### src/rtl/mips_pkg.sv
// Shared pipeline types and constants for the instruction-fetch front end.
package mips_pkg;

    localparam int unsigned XLEN        = 32;
    localparam int unsigned INSTR_BYTES = 4;

    typedef struct packed {
        logic [XLEN-1:0] pc;
        logic [XLEN-1:0] instr;
    } fetch_entry_t;

    typedef enum logic [1:0] {
        StRun,
        StFlush,
        StHalt
    } fetch_state_e;

endpackage

### src/rtl/fetch_queue.sv
// Parameterised synchronous circular FIFO of fetch entries with flush.
// Head reads as zero while empty so downstream sees clean data.
module fetch_queue
    import mips_pkg::*;
#(
    parameter int unsigned DEPTH = 4
) (
    input  logic                     i_clk,
    input  logic                     i_reset,
    input  logic                     i_push,
    input  fetch_entry_t             i_push_entry,
    input  logic                     i_pop,
    input  logic                     i_flush,
    output logic [$clog2(DEPTH):0]   o_count,
    output fetch_entry_t             o_head,
    output logic                     o_empty
);

    localparam int unsigned PW = $clog2(DEPTH);

    fetch_entry_t   r_mem [DEPTH];
    logic [PW-1:0]  r_wr_ptr;
    logic [PW-1:0]  r_rd_ptr;
    logic [PW:0]    r_count;

    logic           w_full;
    logic           w_do_push;
    logic           w_do_pop;

    assign o_empty   = (r_count == '0);
    assign w_full    = (r_count == (PW + 1)'(DEPTH));
    assign w_do_pop  = i_pop && !o_empty;
    assign w_do_push = i_push && (!w_full || w_do_pop);

    always_ff @(posedge i_clk) begin
        if (i_reset || i_flush) begin
            r_wr_ptr <= '0;
            r_rd_ptr <= '0;
            r_count  <= '0;
        end else begin
            if (w_do_push) begin
                r_wr_ptr <= r_wr_ptr + PW'(1);
            end
            if (w_do_pop) begin
                r_rd_ptr <= r_rd_ptr + PW'(1);
            end
            unique case ({w_do_push, w_do_pop})
                2'b10:   r_count <= r_count + (PW + 1)'(1);
                2'b01:   r_count <= r_count - (PW + 1)'(1);
                default: r_count <= r_count;
            endcase
        end
    end

    always_ff @(posedge i_clk) begin
        if (w_do_push) begin
            r_mem[r_wr_ptr] <= i_push_entry;
        end
    end

    assign o_count = r_count;
    assign o_head  = o_empty ? '0 : r_mem[r_rd_ptr];

    // Callers must throttle pushes; an unpaired push into a full queue loses data.
    a_no_overflow: assert property (@(posedge i_clk) disable iff (i_reset)
        !(i_push && w_full && !i_pop && !i_flush));

endmodule

### src/rtl/fetch_unit.sv
// Instruction-fetch controller: owns the PC, issues imem reads, queues results
// for decode, and handles redirects and fetch faults.
module fetch_unit
    import mips_pkg::*;
#(
    parameter logic [31:0] RESET_PC   = 32'h0000_0000,
    parameter int unsigned IQ_DEPTH   = 4,
    parameter int unsigned IMEM_WORDS = 32
) (
    input  logic                          i_clk,
    input  logic                          i_reset,
    output logic                          o_imem_req,
    output logic [31:0]                   o_imem_addr,
    input  logic [31:0]                   i_imem_rdata,
    input  logic                          i_redirect_valid,
    input  logic [31:0]                   i_redirect_pc,
    output logic                          o_dec_valid,
    output logic [31:0]                   o_dec_instr,
    output logic [31:0]                   o_dec_pc,
    input  logic                          i_dec_ready,
    output logic [$clog2(IQ_DEPTH):0]     o_iq_count,
    output logic                          o_fetch_fault
);

    localparam int unsigned CW = $clog2(IQ_DEPTH) + 1;

    fetch_state_e   r_state;
    logic [31:0]    r_pc;
    logic [31:0]    r_req_pc;
    logic           r_inflight;

    fetch_state_e   w_state_next;
    logic [31:0]    w_pc_next;
    logic           w_pop;
    logic           w_push;
    logic           w_issue;
    logic           w_pc_bad;
    logic [CW:0]    w_occupancy;
    logic [CW-1:0]  w_count;
    logic           w_empty;
    fetch_entry_t   w_head;
    fetch_entry_t   w_push_entry;

    assign w_pop       = o_dec_valid && i_dec_ready;
    // Entries the queue will hold once the in-flight response lands and this pop retires.
    assign w_occupancy = {1'b0, w_count} + (CW + 1)'(r_inflight) - (CW + 1)'(w_pop);
    assign w_pc_bad    = (r_pc[1:0] != 2'b00) || ({2'b00, r_pc[31:2]} >= IMEM_WORDS);

    assign w_issue = !i_reset && (r_state != StHalt) && !i_redirect_valid && !w_pc_bad &&
                     (w_occupancy < (CW + 1)'(IQ_DEPTH));

    // A response landing in a redirect cycle belongs to the abandoned path.
    assign w_push       = r_inflight && !i_redirect_valid;
    assign w_push_entry = '{pc: r_req_pc, instr: i_imem_rdata};

    always_comb begin
        w_state_next = r_state;
        w_pc_next    = r_pc;
        unique case (r_state)
            StRun, StFlush: begin
                if (i_redirect_valid) begin
                    w_state_next = StFlush;
                end else if (w_pc_bad) begin
                    w_state_next = StHalt;
                end else begin
                    w_state_next = StRun;
                end
            end
            StHalt:  w_state_next = StHalt;
            default: w_state_next = StRun;
        endcase
        if (i_redirect_valid) begin
            w_pc_next = i_redirect_pc;
        end else if (w_issue) begin
            w_pc_next = r_pc + XLEN'(INSTR_BYTES);
        end
    end

    always_ff @(posedge i_clk) begin
        if (i_reset) begin
            r_state    <= StRun;
            r_pc       <= RESET_PC;
            r_req_pc   <= '0;
            r_inflight <= 1'b0;
        end else begin
            r_state    <= w_state_next;
            r_pc       <= w_pc_next;
            r_inflight <= w_issue;
            if (w_issue) begin
                r_req_pc <= r_pc;
            end
        end
    end

    fetch_queue #(
        .DEPTH (IQ_DEPTH)
    ) u_fetch_queue (
        .i_clk        (i_clk),
        .i_reset      (i_reset),
        .i_push       (w_push),
        .i_push_entry (w_push_entry),
        .i_pop        (w_pop),
        .i_flush      (i_redirect_valid),
        .o_count      (w_count),
        .o_head       (w_head),
        .o_empty      (w_empty)
    );

    assign o_imem_req    = w_issue;
    assign o_imem_addr   = {r_pc[31:2], 2'b00};
    assign o_dec_valid   = !w_empty;
    assign o_dec_instr   = w_head.instr;
    assign o_dec_pc      = w_head.pc;
    assign o_iq_count    = w_count;
    assign o_fetch_fault = (r_state == StHalt);

endmodule
### config.mk
export PLATFORM = sky130hd
export DESIGN_NAME = fetch_unit
export DESIGN_NICKNAME = d
export VERILOG_FILES = /design/src/rtl/mips_pkg.sv /design/src/rtl/fetch_queue.sv /design/src/rtl/fetch_unit.sv
export SDC_FILE = /design/constraint.sdc
export NUM_CORES = 1
export LEC_CHECK = 0
export BUFFER_PORTS_ARGS = -buffer_cell sky130_fd_sc_hd__buf_2
export CORE_UTILIZATION = 45
export DETAILED_ROUTE_END_ITERATION = 7
export PLACE_DENSITY = 0.67
export SETUP_SLACK_MARGIN = 0.5
export SYNTH_ARGS = -nofsm -noshare
export SYNTH_HDL_FRONTEND = slang
export SYNTH_SLANG_ARGS = --single-unit
### constraint.sdc
create_clock -name i_clk -period 2.9 [get_ports i_clk]
set_clock_uncertainty 0.15 [all_clocks]
set_input_delay 0.58 -clock i_clk [delete_from_list [all_inputs] [get_ports i_clk]]
set_output_delay 0.58 -clock i_clk [all_outputs]
set_load 0.05 [all_outputs]
==> flow_summary_export.csv, run 1 <==
group,metric,value,unit
logic_synthesis,synth_edf_count,256,
logic_synthesis,synthDistinctLibCells,47,
timing,finalHoldViolCount,0,
detailed_routing,viasPerCell,5.20,
clock_tree,cts.clk_slew.worst_paths,60,ps
detailed_routing,drt_first_pass_iters,5,
status,violations,"negative setup slack",
placed_design,hpwl,13.2,mm
timing,fin_ws,-360,ps
logic_synthesis,synth_top_area_cell,"edfxtp_1",
placed_design,place_area,14000,um^2
finish,fin_nets,1018,
global_route,antenna_found_initial,1,
timing,tightest_slew,587,ps
detailed_routing,detail-route-antenna-nets,0,
logic_synthesis,synth-seq-cells,332,
setup_path,critPathRequiredTime,2170,ps
timing,tns,-360,ps
status,run_status,"finished, violations left",
finish,fin_area,16800,um^2
global_route,grt_pass1_wl,40.0,mm
logic_synthesis,netlist_top_cells_area,"edfxtp_1 (60%), dfxtp_1 (12%), mux4_2 (11%)",
detailed_routing,avgRoutedWirePerCell,20.9,um
logic_synthesis,synth_area,12800,um^2
finish,drive_above_1_share,0.462,
clock_tree,root_buffer,"clkbuf_16",
die,die_area,29100,um^2
placed_design,gp_congestion,0.725,
clock_tree,insertion_delay,500,ps
timing,min_period_over_period,1.12,
logic_synthesis,synthArstFlopShare,0,
min_path,min_path_type,"in -> reg",
global_route,grt_max_degree,65,
logic_synthesis,synth_top_cell_area_share,0.600,
setup_path,max_stage_delay,380,ps
timing,fmax,0.307,GHz
detailed_routing,drc_errors,0,
timing,setup_viol,1,
finish,area_growth,31.5,%
clock_tree,ctsHoldBuffers,0,
die,pin_count,170,
clock_tree,clock_path_buffers,3,
setup_path,path_cells,"or3_4 -> and2_4 -> ha_4 -> inv_2 -> ha_4 -> nand3b_1 -> a211o_1 -> and3_4 -> nor2_4 -> buf_8",
timing,slew_headroom,0.606,
die,die_y,171,um
placed_design,io_buffer_count,167,
detailed_routing,wirelength,28.1,mm
finish,final_util,0.605,
die,core,27900,um^2
detailed_routing,drt_iter0_markers,510,
timing,fin_crit,3260,ps
setup_path,cpMostUsedCell,"ha_4",
run,cap_violations,0,
logic_synthesis,ys_seq_area_frac,0.719,
logic_synthesis,synth_warnings,0,
setup_path,rrSetupSlack,10,ps
clock_tree,tritoncts,"done",
power_and_ir_drop,p_leak,0.00618,uW
clock_tree,clock_sinks,332,
setup_path,arrival,2530,ps
setup_path,slowest_stage,"or3_4",
clock_tree,htree_levels,2,
logic_synthesis,syn_avg_cell_area,17.4,um^2
logic_synthesis,synth_ff_type,"edfxtp_1",
setup_path,critPathMaxFanout,3,
clock_tree,numCtsBuffers,35,
finish,antenna_cells,0,
global_route,grt-ovfl-total,0,
die,start_util,0.460,
power_and_ir_drop,power_density,584,nW/um^2
logic_synthesis,synthCells,738,
setup_path,worstSetupStartpointType,"flip-flop",
timing,finalMaxSlewViolations,0,
power_and_ir_drop,peakVddDrop,0.000434,V
global_route,track_usage,0.184,
die,die_x,171,um
detailed_routing,vias,6970,
timing,rsz0062_at_grt,"yes",
setup_path,crit_type,"reg -> out",
die,row_count,61,
setup_path,crit_path_end_kind,"output pin",
global_route,grt_pass1_vias,7095,
-- path summary, 6_finish.rpt --
kind                            startpoint                          to  cells past startpoint
setup / recovery  u_fetch_queue.o_count[0]                  o_imem_req                     10
hold / removal            i_imem_rdata[27]  u_fetch_queue.r_mem[2][27]                      1
setup reg to reg  u_fetch_queue.o_count[0]                     r_pc[4]                     13
hold reg to reg                 r_state[1]                  r_state[0]                      1
-- what timing repair did --
action                                  4_1_cts  5_1_grt
pin swaps                                    21       54
cloned                                       10        9
setup buffers                                20        5
endpoints found under the setup margin      243      362
resized for setup                           252       87
-- metrics by stage --
| step | power (uW) | cells | hold slack (ps) | worst slack, ps |
|---|---|---|---|---|
| floorplan | 5460 | 739 | 263 | -22.9 |
| global placement | 5540 | 1236 | 273 | 8.30 |
| detailed placement | 5540 | 1236 | 281 | -22.3 |
| CTS | 9940 | 1326 | 123 | -361 |
| global route | 10200 | 1340 | 122 | -493 |
| finish | 9840 | 1340 | 146 | -360 |
-- cell type report --
cell class / instances / area (um^2)
Clock buffer: 49 / 1000
Clock inverter: 11 / 136
Tap cell: 378 / 473
Inverter: 14 / 52.6
Multi-Input combinational cell: 328 / 3480
Timing Repair Buffer: 228 / 2480
Fill cell: 2022 / 11000
Sequential cell: 332 / 9230
-- cell families (layout without fill, tap and decap cells) --
family                   after synthesis  count (layout)  synth area share
buffers and inverters                 83             302            0.0355
XOR/XNOR                               5               5           0.00342
flip-flops                           332             332             0.719
multiplexers                          92              92             0.134
AND/OR/NAND/NOR                      184             188            0.0815
AO/OA/AOI/OAI                         30              30            0.0147
other                                  1               2          0.000293
adder cells (fa/ha/maj)               11              11            0.0113
-- sequential cells by signal, indices dropped and copies added (netlist names), named ones only --
signal and flops:
r_inflight 1, r_state 2, u_fetch_queue.r_mem 256, u_fetch_queue.o_count 3
u_fetch_queue.r_wr_ptr 2, r_pc 32, r_req_pc 32, u_fetch_queue.r_rd_ptr 2
-- power by group --
part	switching, uW	internal [uW]	leakage (uW)
logic	211	102	0.00263
registers	29.3	5110	0.00300
clock network	1710	2670	0.000550
-- worst max-delay path, delay by kind of cell, from the launching register on --
family	cells	cell delay [ps]
simple gates	5	940
flops	1	340
compound gates	1	300
fa+ha+maj	2	260
buf+inv	2	210
-- synthesized netlist by cell type, drive strengths merged, types with 7 or more instances --
library cell / count
inv: 14
mux4: 64
dfxtp: 76
and2: 97
nand3: 8
clkbuf: 27
edfxtp: 256
buf: 42
a21oi: 10
o21ai: 7
nor4: 8
ha: 10
mux2i: 28
nand2: 8
nor2: 41
-- metal layers --
layer / vias to the layer above / share of wire / wire [um] / global-route usage
met1: 3531 / 0.42 / 11900 / 0.235
li1: 3173 / - / - / -
met4: 2 / 0.012 / 327 / 0.0431
met3: 26 / 0.063 / 1780 / 0.0453
met2: 238 / 0.50 / 14100 / 0.314
met5: - / 0.00046 / 13 / 0
-- layout by cell type (no fill, tap or decap), drive strengths merged, types with 10 or more instances in the layout --
cell type | synthesis | final
clkbuf | 27 | 53
inv | 14 | 15
edfxtp | 256 | 256
buf | 42 | 224
mux4 | 64 | 64
a21oi | 10 | 10
mux2i | 28 | 28
ha | 10 | 10
dfxtp | 76 | 76
nor2 | 41 | 41
and2 | 97 | 101
Note: power is estimated with default switching activity, not from simulation.
==> run 2, diff against run 1 <==
--- a/config.mk
+++ b/config.mk
@@ -12,4 +12,5 @@
 export SETUP_SLACK_MARGIN = 0.5
 export SYNTH_ARGS = -nofsm -noshare
 export SYNTH_HDL_FRONTEND = slang
+export SYNTH_HIERARCHICAL = 1
 export SYNTH_SLANG_ARGS = --single-unit
==> flow_summary_export.csv, run 2 <==
group,metric,value,unit
setup_path,worstSetupEndpoint,"o_imem_req",
timing,finalHoldViolCount,0,
clock_tree,clock_path_buffers,3,
detailed_routing,drt_iter0_markers,317,
logic_synthesis,netlist_top_cells_area,"edfxtp_1 (59%), dfxtp_1 (12%), mux4_2 (11%)",
logic_synthesis,syn_avg_cell_area,17.6,um^2
power_and_ir_drop,clockPowerShare,0.453,
logic_synthesis,synthDistinctLibCells,52,
timing,rsz0062_at_grt,"yes",
setup_path,reg2reg_depth,14,
detailed_routing,drt_first_pass_iters,6,
logic_synthesis,synthTopCellsByCount,"edfxtp_1 (256), dfxtp_1 (76), mux4_2 (64)",
setup_path,rrSetupSlack,-190,ps
placed_design,gp_congestion,0.693,
clock_tree,cts.clk_slew.worst_paths,60,ps
die,die_area,29800,um^2
power_and_ir_drop,p_int,7930,uW
setup_path,timing.rr.start,"u_fetch_queue/o_count[2]",
setup_path,critPathMaxFanout,2,
finish,reg_top3,"u_fetch_queue/r_mem x256, r_pc x32, r_req_pc x32",
timing,min_period_over_period,1.26,
finish,area_growth,24.3,%
timing,fmax,0.275,GHz
clock_tree,root_buffer,"clkbuf_16",
power_and_ir_drop,peakVddDrop,0.000470,V
clock_tree,tritoncts,"done",
timing,tightest_slew,817,ps
logic_synthesis,ys_seq_area_frac,0.703,
die,row_count,62,
detailed_routing,wirelength,25.2,mm
global_route,antenna_found_initial,0,
min_path,hold_start,"i_imem_rdata[5]",
global_route,grt_pass1_wl,40.2,mm
detailed_routing,viasPerCell,5.06,
run,cap_violations,0,
logic_synthesis,synth_most_common_cell,"edfxtp_1",
power_and_ir_drop,pwr-share-comb,0.031,
placed_design,io_buffer_count,167,
detailed_routing,avgRoutedWirePerCell,18.9,um
global_route,grt-ovfl-total,0,
power_and_ir_drop,sequentialPowerShare,0.516,
logic_synthesis,synth_ff_type,"edfxtp_1",
global_route,grt_max_degree,35,
power_and_ir_drop,p_leak,0.00571,uW
die,die_x,173,um
die,core,28600,um^2
timing,tns,-19820,ps
finish,regMostFlops,"u_fetch_queue/r_mem",
logic_synthesis,synth-seq-cells,332,
power_and_ir_drop,power,9950,uW
timing,fin_ws,-741,ps
detailed_routing,vias,6748,
global_route,grt_pass1_vias,7257,
finish,multiInputGateArea,3660,um^2
timing,setup_viol,71,
logic_synthesis,synth_warnings,6,
clock_tree,insertion_delay,500,ps
timing,fin_crit,3640,ps
clock_tree,ctsHoldBuffers,0,
finish,largest_reg_flops,256,
finish,seq_area,9230,um^2
setup_path,crit_path_end_kind,"output pin",
setup_path,cp-startpoint,"u_fetch_queue/o_count[2]",
detailed_routing,drc_errors,0,
setup_path,reg2reg_to,"r_req_pc[25]",
logic_synthesis,synth_edf_count,256,
global_route,track_usage,0.173,
die,start_util,0.457,
power_and_ir_drop,p_sw_frac,0.203,
setup_path,worstSetupStartpointType,"flip-flop",
clock_tree,htree_levels,2,
setup_path,arrival,2910,ps
status,run_status,"finished, violations left",
clock_tree,numCtsBuffers,35,
finish,drive_above_1_share,0.458,
finish,layout_commonest_cell,"edfxtp_1",
detailed_routing,detail-route-antenna-nets,0,
status,violations,"negative setup slack",
power_and_ir_drop,power_density,611,nW/um^2
clock_tree,clock_sinks,332,
finish,fin_nets,1001,
die,pin_count,170,
setup_path,critPathRequiredTime,2170,ps
min_path,min_path_type,"in -> reg",
logic_synthesis,synth_top_cell_area_share,0.587,
placed_design,hpwl,13.3,mm
logic_synthesis,synthArstFlopShare,0,
logic_synthesis,synth_area,13100,um^2
setup_path,crit_type,"reg -> out",
timing,slew_headroom,0.455,
timing,finalMaxSlewViolations,0,
finish,antenna_cells,0,
power_and_ir_drop,net-switching-power,2020,uW
finish,layout_common_cells,"edfxtp_1 (256), buf_2 (146), dfxtp_1 (71)",
logic_synthesis,synth_top_area_cell,"edfxtp_1",
die,die_y,173,um
finish,n_fill_cell,2189,
logic_synthesis,synthCells,743,
run 2: cell count changes in the layout (fill, tap and decap cells not counted), moves of 15 or more:
| cell | change |
|---|---|
| and2_1 | -15 |
| and2_4 | -59 |
| buf_2 | +45 |
| buf_8 | -57 |
| nor2b_2 | +34 |
| nor2b_4 | +28 |
run 2: power by group through the flow:
stage / clock network, uW / logic, uW / registers (uW)
floorplan: 0 / 219 / 5230
global placement: 0 / 284 / 5230
detailed placement: 0 / 290 / 5230
CTS: 4600 / 313 / 5130
global route: 4810 / 327 / 5130
finish: 4510 / 307 / 5130
run 2: logic make-up (layout without fill, tap and decap cells):
family | Yosys count | count (layout) | share of synthesized area
flops | 332 | 332 | 0.703
simple gates | 180 | 184 | 0.0854
mux | 97 | 97 | 0.135
buf+inv | 88 | 289 | 0.0452
compound gates | 29 | 29 | 0.0162
fa+ha+maj | 10 | 10 | 0.0101
xor+xnor | 6 | 6 | 0.00402
other cells | 1 | 2 | 0.000286
run 2: through the flow:
step	util	area (um^2)	std cells	worst slack [ps]	hold WS [ps]
after floorplan	-	13300	744	-918	273
after global placement	0.500	14300	1243	-644	283
after detailed placement	0.500	14300	1243	-663	296
after CTS	0.568	16300	1333	-761	116
after global routing	0.568	16300	1333	-866	124
final	0.568	16300	1333	-741	135
run 2: timing repair:
item	4_1_cts	5_1_grt
cloned	11	0
endpoints found under the setup margin	361	105
buffers inserted	16	0
pin swaps	23	3
resized for setup	95	9
run 2: layout make-up:
class	instances	area share
flip-flops and latches	332	0.567
clock buffers	43	0.0588
multi-input cells	328	0.225
clock inverters	20	0.0138
repair buffers	210	0.103
inverters	16	0.00369
well taps	384	0.0295
run 2: worst min-delay path by stage:
stage | end | slack (ps) | cells after the start
after floorplan | r_state[0] | 270 | 1
after CTS | u_fetch_queue/r_mem[2][27] | 120 | 1
final | u_fetch_queue/r_mem[3][5] | 130 | 1
after global placement | r_state[0] | 280 | 1
after detailed placement | r_state[0] | 300 | 1
after global routing | u_fetch_queue/r_mem[2][27] | 120 | 1
run 2: critical path, cell delays in order, from the launching register on:
cell	delay [ps]
dfxtp_4	350
nor3_4	220
nor2b_4	80
ha_4	160
inv_2	60
ha_4	190
and3b_1	170
or4_4	490
a2111oi_4	320
nor2b_4	210
buf_8	150
run 2: per-layer routing:
metal  vias up  share of wire  track usage
met3        34          0.067       0.0387
met2       221           0.49        0.291
met4         0          0.015       0.0424
li1       3143              -            -
met5         -              0            0
met1      3350           0.43        0.228
